<file path="config.mk">
export PLATFORM = sky130hd
export DESIGN_NAME = vga_timing_gen
export DESIGN_NICKNAME = d
export VERILOG_FILES = /design/src/rtl/vga_timing_pkg.sv /design/src/rtl/vga_axis_ctr.sv /design/src/rtl/vga_timing_gen.sv
export SDC_FILE = /design/constraint.sdc
export NUM_CORES = 1
export LEC_CHECK = 0
export CELL_PAD_IN_SITES_DETAIL_PLACEMENT = 1
export CELL_PAD_IN_SITES_GLOBAL_PLACEMENT = 2
export CORE_ASPECT_RATIO = 1.4
export CORE_UTILIZATION = 31
export DETAILED_ROUTE_END_ITERATION = 16
export GPL_TIMING_DRIVEN = 1
export PLACE_DENSITY_LB_ADDON = 0.1
export SLEW_MARGIN = 15
export SYNTH_ARGS = -nofsm -noshare
export SYNTH_HDL_FRONTEND = slang
export SYNTH_SLANG_ARGS = --single-unit
</file>
<file path="constraint.sdc">
create_clock -name rfr_clk -period 2.8 [get_ports rfr_clk]
set_input_delay 0.28 -clock rfr_clk [delete_from_list [all_inputs] [get_ports rfr_clk]]
set_output_delay 0.28 -clock rfr_clk [all_outputs]
set_load 0.1 [all_outputs]
</file>
<file path="src/rtl/vga_timing_pkg.sv">
`default_nettype none
// ============================================================================
// Module   : vga_timing_pkg
// Purpose  : Shared counter width, counter type, 640x480@60 default timing
//            constants and helpers that derive the per-axis totals.
// Ports    : none (package)
// Revision : 1.0 - initial release
// ============================================================================
package vga_timing_pkg;

  localparam int CTR_W   = 12;
  localparam int CTR_MAX = (1 << CTR_W) - 1;

  typedef logic [CTR_W-1:0] ctr_t;

  // 640x480 @ 60 Hz, 25.175 MHz nominal pixel rate
  localparam int DEF_H_ACTIVE = 640;
  localparam int DEF_H_FP     = 16;
  localparam int DEF_H_SYNC   = 96;
  localparam int DEF_H_BP     = 48;
  localparam int DEF_V_ACTIVE = 480;
  localparam int DEF_V_FP     = 10;
  localparam int DEF_V_SYNC   = 2;
  localparam int DEF_V_BP     = 33;

  function automatic int axis_total(int active, int fp, int sync, int bp);
    return active + fp + sync + bp;
  endfunction

  function automatic int h_total(int active, int fp, int sync, int bp);
    return axis_total(active, fp, sync, bp);
  endfunction

  function automatic int v_total(int active, int fp, int sync, int bp);
    return axis_total(active, fp, sync, bp);
  endfunction

endpackage
`default_nettype wire

</file>
<file path="src/rtl/vga_axis_ctr.sv">
`default_nettype none
// ============================================================================
// Module   : vga_axis_ctr
// Purpose  : One raster axis (horizontal or vertical). Counts 0..TOTAL-1 when
//            stepped, flags the terminal count and produces a registered sync
//            derived from the next-state count so it lines up with count.
// Ports    : clk, rst_n (async, active-low), step  - inputs
//            count       - current position (flop)
//            wrap        - count is at TOTAL-1 (combinational, unqualified)
//            sync        - sync level for the current count (flop)
//            active_next - next-state count lies in the active region
// Revision : 1.0 - initial release
// ============================================================================
module vga_axis_ctr
  import vga_timing_pkg::*;
#(
  parameter int ACTIVE   = DEF_H_ACTIVE,
  parameter int FP       = DEF_H_FP,
  parameter int SYNC     = DEF_H_SYNC,
  parameter int BP       = DEF_H_BP,
  parameter bit SYNC_POL = 1'b0
) (
  input  logic clk,
  input  logic rst_n,
  input  logic step,
  output ctr_t count,
  output logic wrap,
  output logic sync,
  output logic active_next
);

  localparam int   TOTAL      = axis_total(ACTIVE, FP, SYNC, BP);
  localparam ctr_t LAST       = ctr_t'(TOTAL - 1);
  localparam ctr_t SYNC_FIRST = ctr_t'(ACTIVE + FP);
  localparam ctr_t SYNC_LAST  = ctr_t'(ACTIVE + FP + SYNC - 1);
  localparam ctr_t ACTIVE_END = ctr_t'(ACTIVE);

  ctr_t count_next;
  logic in_sync;
  logic sync_next;

  assign wrap = (count == LAST);

  always_comb begin
    count_next = count;
    if (step) begin
      count_next = wrap ? '0 : count + ctr_t'(1);
    end
  end

  // Decoding the next-state count keeps sync/active aligned with the count
  // value that will be presented alongside them after the edge.
  assign in_sync     = (count_next >= SYNC_FIRST) && (count_next <= SYNC_LAST);
  assign sync_next   = in_sync ? SYNC_POL : ~SYNC_POL;
  assign active_next = (count_next < ACTIVE_END);

  always_ff @(posedge clk or negedge rst_n) begin
    if (!rst_n) begin
      count <= '0;
      sync  <= ~SYNC_POL;
    end else begin
      count <= count_next;
      sync  <= sync_next;
    end
  end

endmodule
`default_nettype wire

</file>
<file path="src/rtl/vga_timing_gen.sv">
`default_nettype none
// ============================================================================
// Module   : vga_timing_gen
// Purpose  : Raster timing generator (default 640x480 @ 60 Hz). Produces the
//            pixel/line counters plus h_sync, v_sync, video_on and a
//            one-cycle frame_start pulse, all as flop outputs aligned with
//            the counters. h_sync/v_sync come straight from flops because
//            v_sync is used as a clock downstream.
// Ports    : rfr_clk     - pixel/system clock
//            reset_n     - asynchronous active-low reset
//            pix_en      - pixel-rate enable, counters advance only when 1
//            pixel_cnt   - horizontal position 0..H_TOTAL-1
//            line_cnt    - vertical position 0..V_TOTAL-1
//            h_sync      - horizontal sync, SYNC_POL-active
//            v_sync      - vertical sync, SYNC_POL-active
//            video_on    - inside the visible region
//            frame_start - one enabled cycle on wrap to (0,0)
// Options  : VGA_SYNC_DELAY_EN - adds one pix_en-qualified register stage on
//            h_sync, v_sync and video_on to match a registered colour path.
// Revision : 1.0 - initial release
// ============================================================================
module vga_timing_gen
  import vga_timing_pkg::*;
#(
  parameter int H_ACTIVE = DEF_H_ACTIVE,
  parameter int H_FP     = DEF_H_FP,
  parameter int H_SYNC   = DEF_H_SYNC,
  parameter int H_BP     = DEF_H_BP,
  parameter int V_ACTIVE = DEF_V_ACTIVE,
  parameter int V_FP     = DEF_V_FP,
  parameter int V_SYNC   = DEF_V_SYNC,
  parameter int V_BP     = DEF_V_BP,
  parameter int SYNC_POL = 0
) (
  input  logic rfr_clk,
  input  logic reset_n,
  input  logic pix_en,
  output ctr_t pixel_cnt,
  output ctr_t line_cnt,
  output logic h_sync,
  output logic v_sync,
  output logic video_on,
  output logic frame_start
);

  localparam int H_TOTAL  = h_total(H_ACTIVE, H_FP, H_SYNC, H_BP);
  localparam int V_TOTAL  = v_total(V_ACTIVE, V_FP, V_SYNC, V_BP);
  localparam bit SYNC_ACT = (SYNC_POL != 0);

  if ((H_TOTAL > CTR_MAX) || (V_TOTAL > CTR_MAX)) begin : g_total_range_err
    $error("vga_timing_gen: H_TOTAL/V_TOTAL exceed 12-bit counter range");
  end

  logic h_wrap;
  logic v_wrap;
  logic h_sync_q;
  logic v_sync_q;
  logic h_act_next;
  logic v_act_next;
  logic v_step;
  logic video_on_q;
  logic frame_start_q;

  // The line counter only moves on the enabled edge that wraps the pixel
  // counter, so v_sync can only change together with pixel_cnt -> 0.
  assign v_step = pix_en & h_wrap;

  vga_axis_ctr #(
    .ACTIVE   (H_ACTIVE),
    .FP       (H_FP),
    .SYNC     (H_SYNC),
    .BP       (H_BP),
    .SYNC_POL (SYNC_ACT)
  ) u_h_ctr (
    .clk         (rfr_clk),
    .rst_n       (reset_n),
    .step        (pix_en),
    .count       (pixel_cnt),
    .wrap        (h_wrap),
    .sync        (h_sync_q),
    .active_next (h_act_next)
  );

  vga_axis_ctr #(
    .ACTIVE   (V_ACTIVE),
    .FP       (V_FP),
    .SYNC     (V_SYNC),
    .BP       (V_BP),
    .SYNC_POL (SYNC_ACT)
  ) u_v_ctr (
    .clk         (rfr_clk),
    .rst_n       (reset_n),
    .step        (v_step),
    .count       (line_cnt),
    .wrap        (v_wrap),
    .sync        (v_sync_q),
    .active_next (v_act_next)
  );

  // frame_start is computed from the current terminal counts so it is set in
  // the same cycle the counters read (0,0); a held cycle clears it.
  always_ff @(posedge rfr_clk or negedge reset_n) begin
    if (!reset_n) begin
      video_on_q    <= 1'b0;
      frame_start_q <= 1'b0;
    end else begin
      video_on_q    <= h_act_next & v_act_next;
      frame_start_q <= pix_en & h_wrap & v_wrap;
    end
  end

  assign frame_start = frame_start_q;

`ifdef VGA_SYNC_DELAY_EN
  logic h_sync_d;
  logic v_sync_d;
  logic video_on_d;

  always_ff @(posedge rfr_clk or negedge reset_n) begin
    if (!reset_n) begin
      h_sync_d   <= ~SYNC_ACT;
      v_sync_d   <= ~SYNC_ACT;
      video_on_d <= 1'b0;
    end else if (pix_en) begin
      h_sync_d   <= h_sync_q;
      v_sync_d   <= v_sync_q;
      video_on_d <= video_on_q;
    end
  end

  assign h_sync   = h_sync_d;
  assign v_sync   = v_sync_d;
  assign video_on = video_on_d;
`else
  assign h_sync   = h_sync_q;
  assign v_sync   = v_sync_q;
  assign video_on = video_on_q;
`endif

endmodule
`default_nettype wire
</file>
==> results.rst <==
.. list-table::
   :header-rows: 1

   * - Metric
     - Value
   * - Outcome
     - finished clean
   * - Mapped Avg Cell Area
     - 9.43 um2
   * - CTS Hold Bufs
     - 0
   * - Max-cap violation count
     - 0
   * - Pin count of the biggest net entering global routing
     - 29
   * - Type of element capturing the critical path
     - register
   * - Share of total power in sequential cells
     - 0.410
   * - IO Port Bufs
     - 30
   * - Flip-flop and latch area
     - 723 um2
   * - Final HPWL from detailed placement
     - 3.67 mm
   * - Full die area
     - 0.00559 mm2
   * - Total CTS buffers
     - 3
   * - Summed negative setup slack over all endpoints
     - 0 ns
   * - Worst min-delay path class
     - input pin to async pin
   * - Clock Power Share
     - 0.211
   * - Final core occ
     - 0.404
   * - Root Buffer
     - sky130_fd_sc_hd__clkbuf_8
   * - Total via count after detailed routing
     - 1430
   * - Clock sink count
     - 28
   * - Total leakage power
     - 0.893 nW
   * - Cell Area, Synth
     - 0.00164 mm2
   * - Path type of the worst setup path
     - register to register
   * - Max clock buf depth
     - 2
   * - Global-route congestion overflow total
     - 0
   * - Wire length of the first global-routing pass
     - 8.00 mm
   * - Via-per-instance ratio
     - 5.14
   * - Critical path fanouts, max
     - 12
   * - Floorplan Core Area
     - 0.00512 mm2
   * - NumNets Final
     - 219
   * - Sequential cell area fraction in the yosys report
     - 0.429
   * - Number of H-tree levels
     - 1
   * - Critical path startpoint category
     - register
   * - Worst path required time
     - 2.97 ns
   * - Measured slew at the worst slew-check pin
     - 0.421 ns
   * - Routability-driven placement congestion ratio
     - 0.752
   * - Cell internal pwr
     - 686 uW
   * - Die height
     - 88.1 um
   * - Area growth, synth to finish
     - 26.0%
   * - 1st-iter DRT viols
     - 44
   * - Net count after synthesis
     - 180
   * - Number of top-level pins
     - 31
   * - Share of total power in combinational logic
     - 0.379
   * - Synth warn
     - 0
   * - Via count of the first global-routing pass
     - 1592
   * - Antenna violation net count after detailed routing
     - 0
   * - Antenna violations before repair
     - 0
   * - Diode insertion count for antenna repair
     - 0
   * - Count of distinct cell types in the synthesized netlist
     - 45
   * - RSZ-0062 raised after global routing
     - false
   * - Routed wirelength normalized by instance count
     - 16.9 um
   * - Number of enable-type register cells in the synthesized netlist
     - 0
   * - Ratio of final minimum period to clock period
     - 0.926
   * - DRC violations left
     - 0
   * - Die W
     - 63.5 um
   * - Setup Viol. Count Final
     - 0
   * - Clock tree from TritonCTS
     - yes
   * - Switching power
     - 561 uW
   * - Clock latency at the later pin of the worst-skew pair
     - 0.29 ns
   * - Relative slew slack
     - 0.717
   * - Multi-input logic area
     - 890 um2
   * - Max Clock Freq
     - 386 MHz
   * - Share of cells above drive strength 1
     - 0.307
   * - Clk pin slew, worst setup/hold paths
     - 0.10 ns
   * - Gate count of the mapped netlist
     - 174
   * - Final Hold Violating Endpoints
     - 0
   * - Worst VDD drop
     - 0.612 mV
   * - Fill cell count
     - 626
   * - Yosys reg bits
     - 28
   * - Commonest register cell after synthesis
     - sky130_fd_sc_hd__dfrtp_1
   * - Total Routing Usage GR
     - 0.191
   * - Initial core utilization
     - 0.320
   * - Crit path time final
     - 2.59 ns
   * - Number of max-slew violations in the final report
     - 0
   * - Drt pass-1 iters
     - 4
   * - Synth async-reset ratio
     - 1.00
   * - Count of buffers added by post-CTS timing repair for setup
     - 0
   * - Total detailed-routing wirelength
     - 4.71 mm
   * - Final setup skew
     - 0.00688 ns
   * - Arrival time of the worst setup path
     - 2.76 ns
   * - Placement row count
     - 31
   * - Switching Fraction
     - 0.450
   * - Areal power density over the cells
     - 603 mW/mm2
[worst paths after layout]
check | from | to | slack [ns] | cells after the start
min in group rfr_clk | u_v_ctr.count[6] | u_v_ctr.count[6] | 0.55 | 1
max in group asynchronous | reset_n | u_h_ctr.sync | 2.11 | 2
hold / removal | reset_n | u_h_ctr.count[4] | 0.38 | 2
setup reg to reg | u_h_ctr.count[0] | video_on | 0.21 | 8
setup / recovery | u_h_ctr.count[0] | video_on | 0.21 | 8
hold reg to reg | u_v_ctr.count[6] | u_v_ctr.count[6] | 0.55 | 1
[worst max-delay path, stage by stage, from the launching register on]
cell and delay (ns):
sky130_fd_sc_hd__dfrtp_4 0.46, sky130_fd_sc_hd__ha_1 0.21, sky130_fd_sc_hd__or4b_4 0.49, sky130_fd_sc_hd__or4_4 0.55, sky130_fd_sc_hd__nor3_4 0.24, sky130_fd_sc_hd__buf_4 0.15
sky130_fd_sc_hd__nor4_1 0.05, sky130_fd_sc_hd__a211oi_2 0.23, sky130_fd_sc_hd__nor4_1 0.08
[state kept, by name, summed over array words and instances (netlist names)]
| name | flops |
|---|---|
| u_v_ctr.sync | 1 |
| u_h_ctr.sync | 1 |
| u_h_ctr.count | 12 |
| u_v_ctr.count | 12 |
| video_on | 1 |
| frame_start | 1 |
[per-stage QoR]
stage / hold slack, ns / std cells / setup slack (ns) / total power [mW] / cell area [um2]
3_5_place_dp: 0.534 / 274 / 0.0938 / 0.996 / 2000
5_1_grt: 0.398 / 278 / 0.0391 / 1.31 / 2070
3_3_place_gp: 0.524 / 274 / 0.159 / 0.986 / 2000
6_report: 0.381 / 278 / 0.208 / 1.25 / 2070
2_1_floorplan: -0.0156 / 174 / 0.0119 / 0.870 / 1660
4_1_cts: 0.385 / 278 / 0.0824 / 1.27 / 2050
[logic make-up (layout without fill, tap and decap cells)]
family                     count (synthesis)  in the layout  share of synthesized area
DFF                                       28             28                      0.429
buffers and inverters                     11             49                     0.0381
and+or+nand+nor                           85             85                      0.298
AOI/OAI and AO/OA                         28             28                      0.109
adders and majority gates                  3              3                     0.0229
muxes                                      2              2                     0.0122
xor gates and xnor gates                  17             17                     0.0908
[layout by cell type (no fill, tap or decap), types with 2 or more instances in the layout]
cell type	netlist	final
sky130_fd_sc_hd__nor2b_1	2	2
sky130_fd_sc_hd__and4_1	3	3
sky130_fd_sc_hd__nor2_2	2	2
sky130_fd_sc_hd__buf_4	1	36
sky130_fd_sc_hd__nor3_1	5	5
sky130_fd_sc_hd__clkbuf_8	1	4
sky130_fd_sc_hd__nand2_1	26	26
sky130_fd_sc_hd__and4b_1	2	2
sky130_fd_sc_hd__clkdlybuf4s50_1	0	2
sky130_fd_sc_hd__a21o_1	2	2
sky130_fd_sc_hd__nand3b_1	2	2
sky130_fd_sc_hd__xor2_1	5	5
sky130_fd_sc_hd__dfstp_2	2	2
sky130_fd_sc_hd__a21oi_1	6	6
sky130_fd_sc_hd__dfrtp_1	26	14
sky130_fd_sc_hd__or3_1	4	4
sky130_fd_sc_hd__inv_1	7	7
sky130_fd_sc_hd__dfrtp_2	0	10
sky130_fd_sc_hd__nand4_1	7	7
sky130_fd_sc_hd__nor4_1	4	4
sky130_fd_sc_hd__or4_1	3	3
sky130_fd_sc_hd__nand3_1	10	10
sky130_fd_sc_hd__mux2i_1	2	2
sky130_fd_sc_hd__nor2_1	7	7
sky130_fd_sc_hd__o21ai_0	10	10
sky130_fd_sc_hd__ha_1	3	3
sky130_fd_sc_hd__xnor2_1	12	12
sky130_fd_sc_hd__dfrtp_4	0	2
[timing repair]
action / 4_1_cts / 5_1_grt
endpoints found under the hold margin: 0 / 0
setup endpoints to repair: 0 / 3
gates resized for setup: 0 / 2
[power by group through the flow]
stage | clock, mW | combinational, mW | sequential [mW]
floorplan | 0 | 0.107 | 0.763
global placement | 0 | 0.469 | 0.517
detailed placement | 0 | 0.476 | 0.520
CTS | 0.279 | 0.477 | 0.514
global route | 0.292 | 0.499 | 0.519
finish | 0.263 | 0.472 | 0.512
[routing by layer]
layer / global-route usage / vias to the layer above / part of all wire
met1: 0.201 / 694 / 0.38
met4: 0.0744 / 0 / 0.015
met2: 0.380 / 25 / 0.57
li1: - / 706 / -
met3: 0.0221 / 5 / 0.028
met5: 0 / - / 0
[area by class of cell]
| type | count | share of cell area |
|---|---|---|
| well taps | 66 | 0.0400 |
| repair buffers | 38 | 0.140 |
| flip-flops and latches | 28 | 0.350 |
| inverters | 7 | 0.0127 |
| multi-input cells | 135 | 0.430 |
| clock buffers | 4 | 0.0266 |
[synth_stat cells (2+ instances only)]
library cell               number  share of area
sky130_fd_sc_hd__nand4_1        7          0.027
sky130_fd_sc_hd__ha_1           3          0.023
sky130_fd_sc_hd__inv_1          7          0.016
sky130_fd_sc_hd__a21o_1         2         0.0092
sky130_fd_sc_hd__nand2_1       26          0.059
sky130_fd_sc_hd__nand3b_1       2         0.0092
sky130_fd_sc_hd__or3_1          4          0.015
sky130_fd_sc_hd__nor4_1         4          0.015
sky130_fd_sc_hd__a21oi_1        6          0.018
sky130_fd_sc_hd__or4_1          3          0.014
sky130_fd_sc_hd__nor3_1         5          0.015
sky130_fd_sc_hd__and4b_1        2          0.012
sky130_fd_sc_hd__xor2_1         5          0.027
sky130_fd_sc_hd__nor2_2         2         0.0076
sky130_fd_sc_hd__dfrtp_1       26           0.40
sky130_fd_sc_hd__nand3_1       10          0.031
sky130_fd_sc_hd__mux2i_1        2          0.012
sky130_fd_sc_hd__and4_1         3          0.016
sky130_fd_sc_hd__xnor2_1       12          0.064
sky130_fd_sc_hd__dfstp_2        2          0.032
sky130_fd_sc_hd__nor2_1         7          0.016
sky130_fd_sc_hd__nor2b_1        2         0.0076
sky130_fd_sc_hd__o21ai_0       10          0.031
Note: power is estimated with default switching activity, not from simulation.
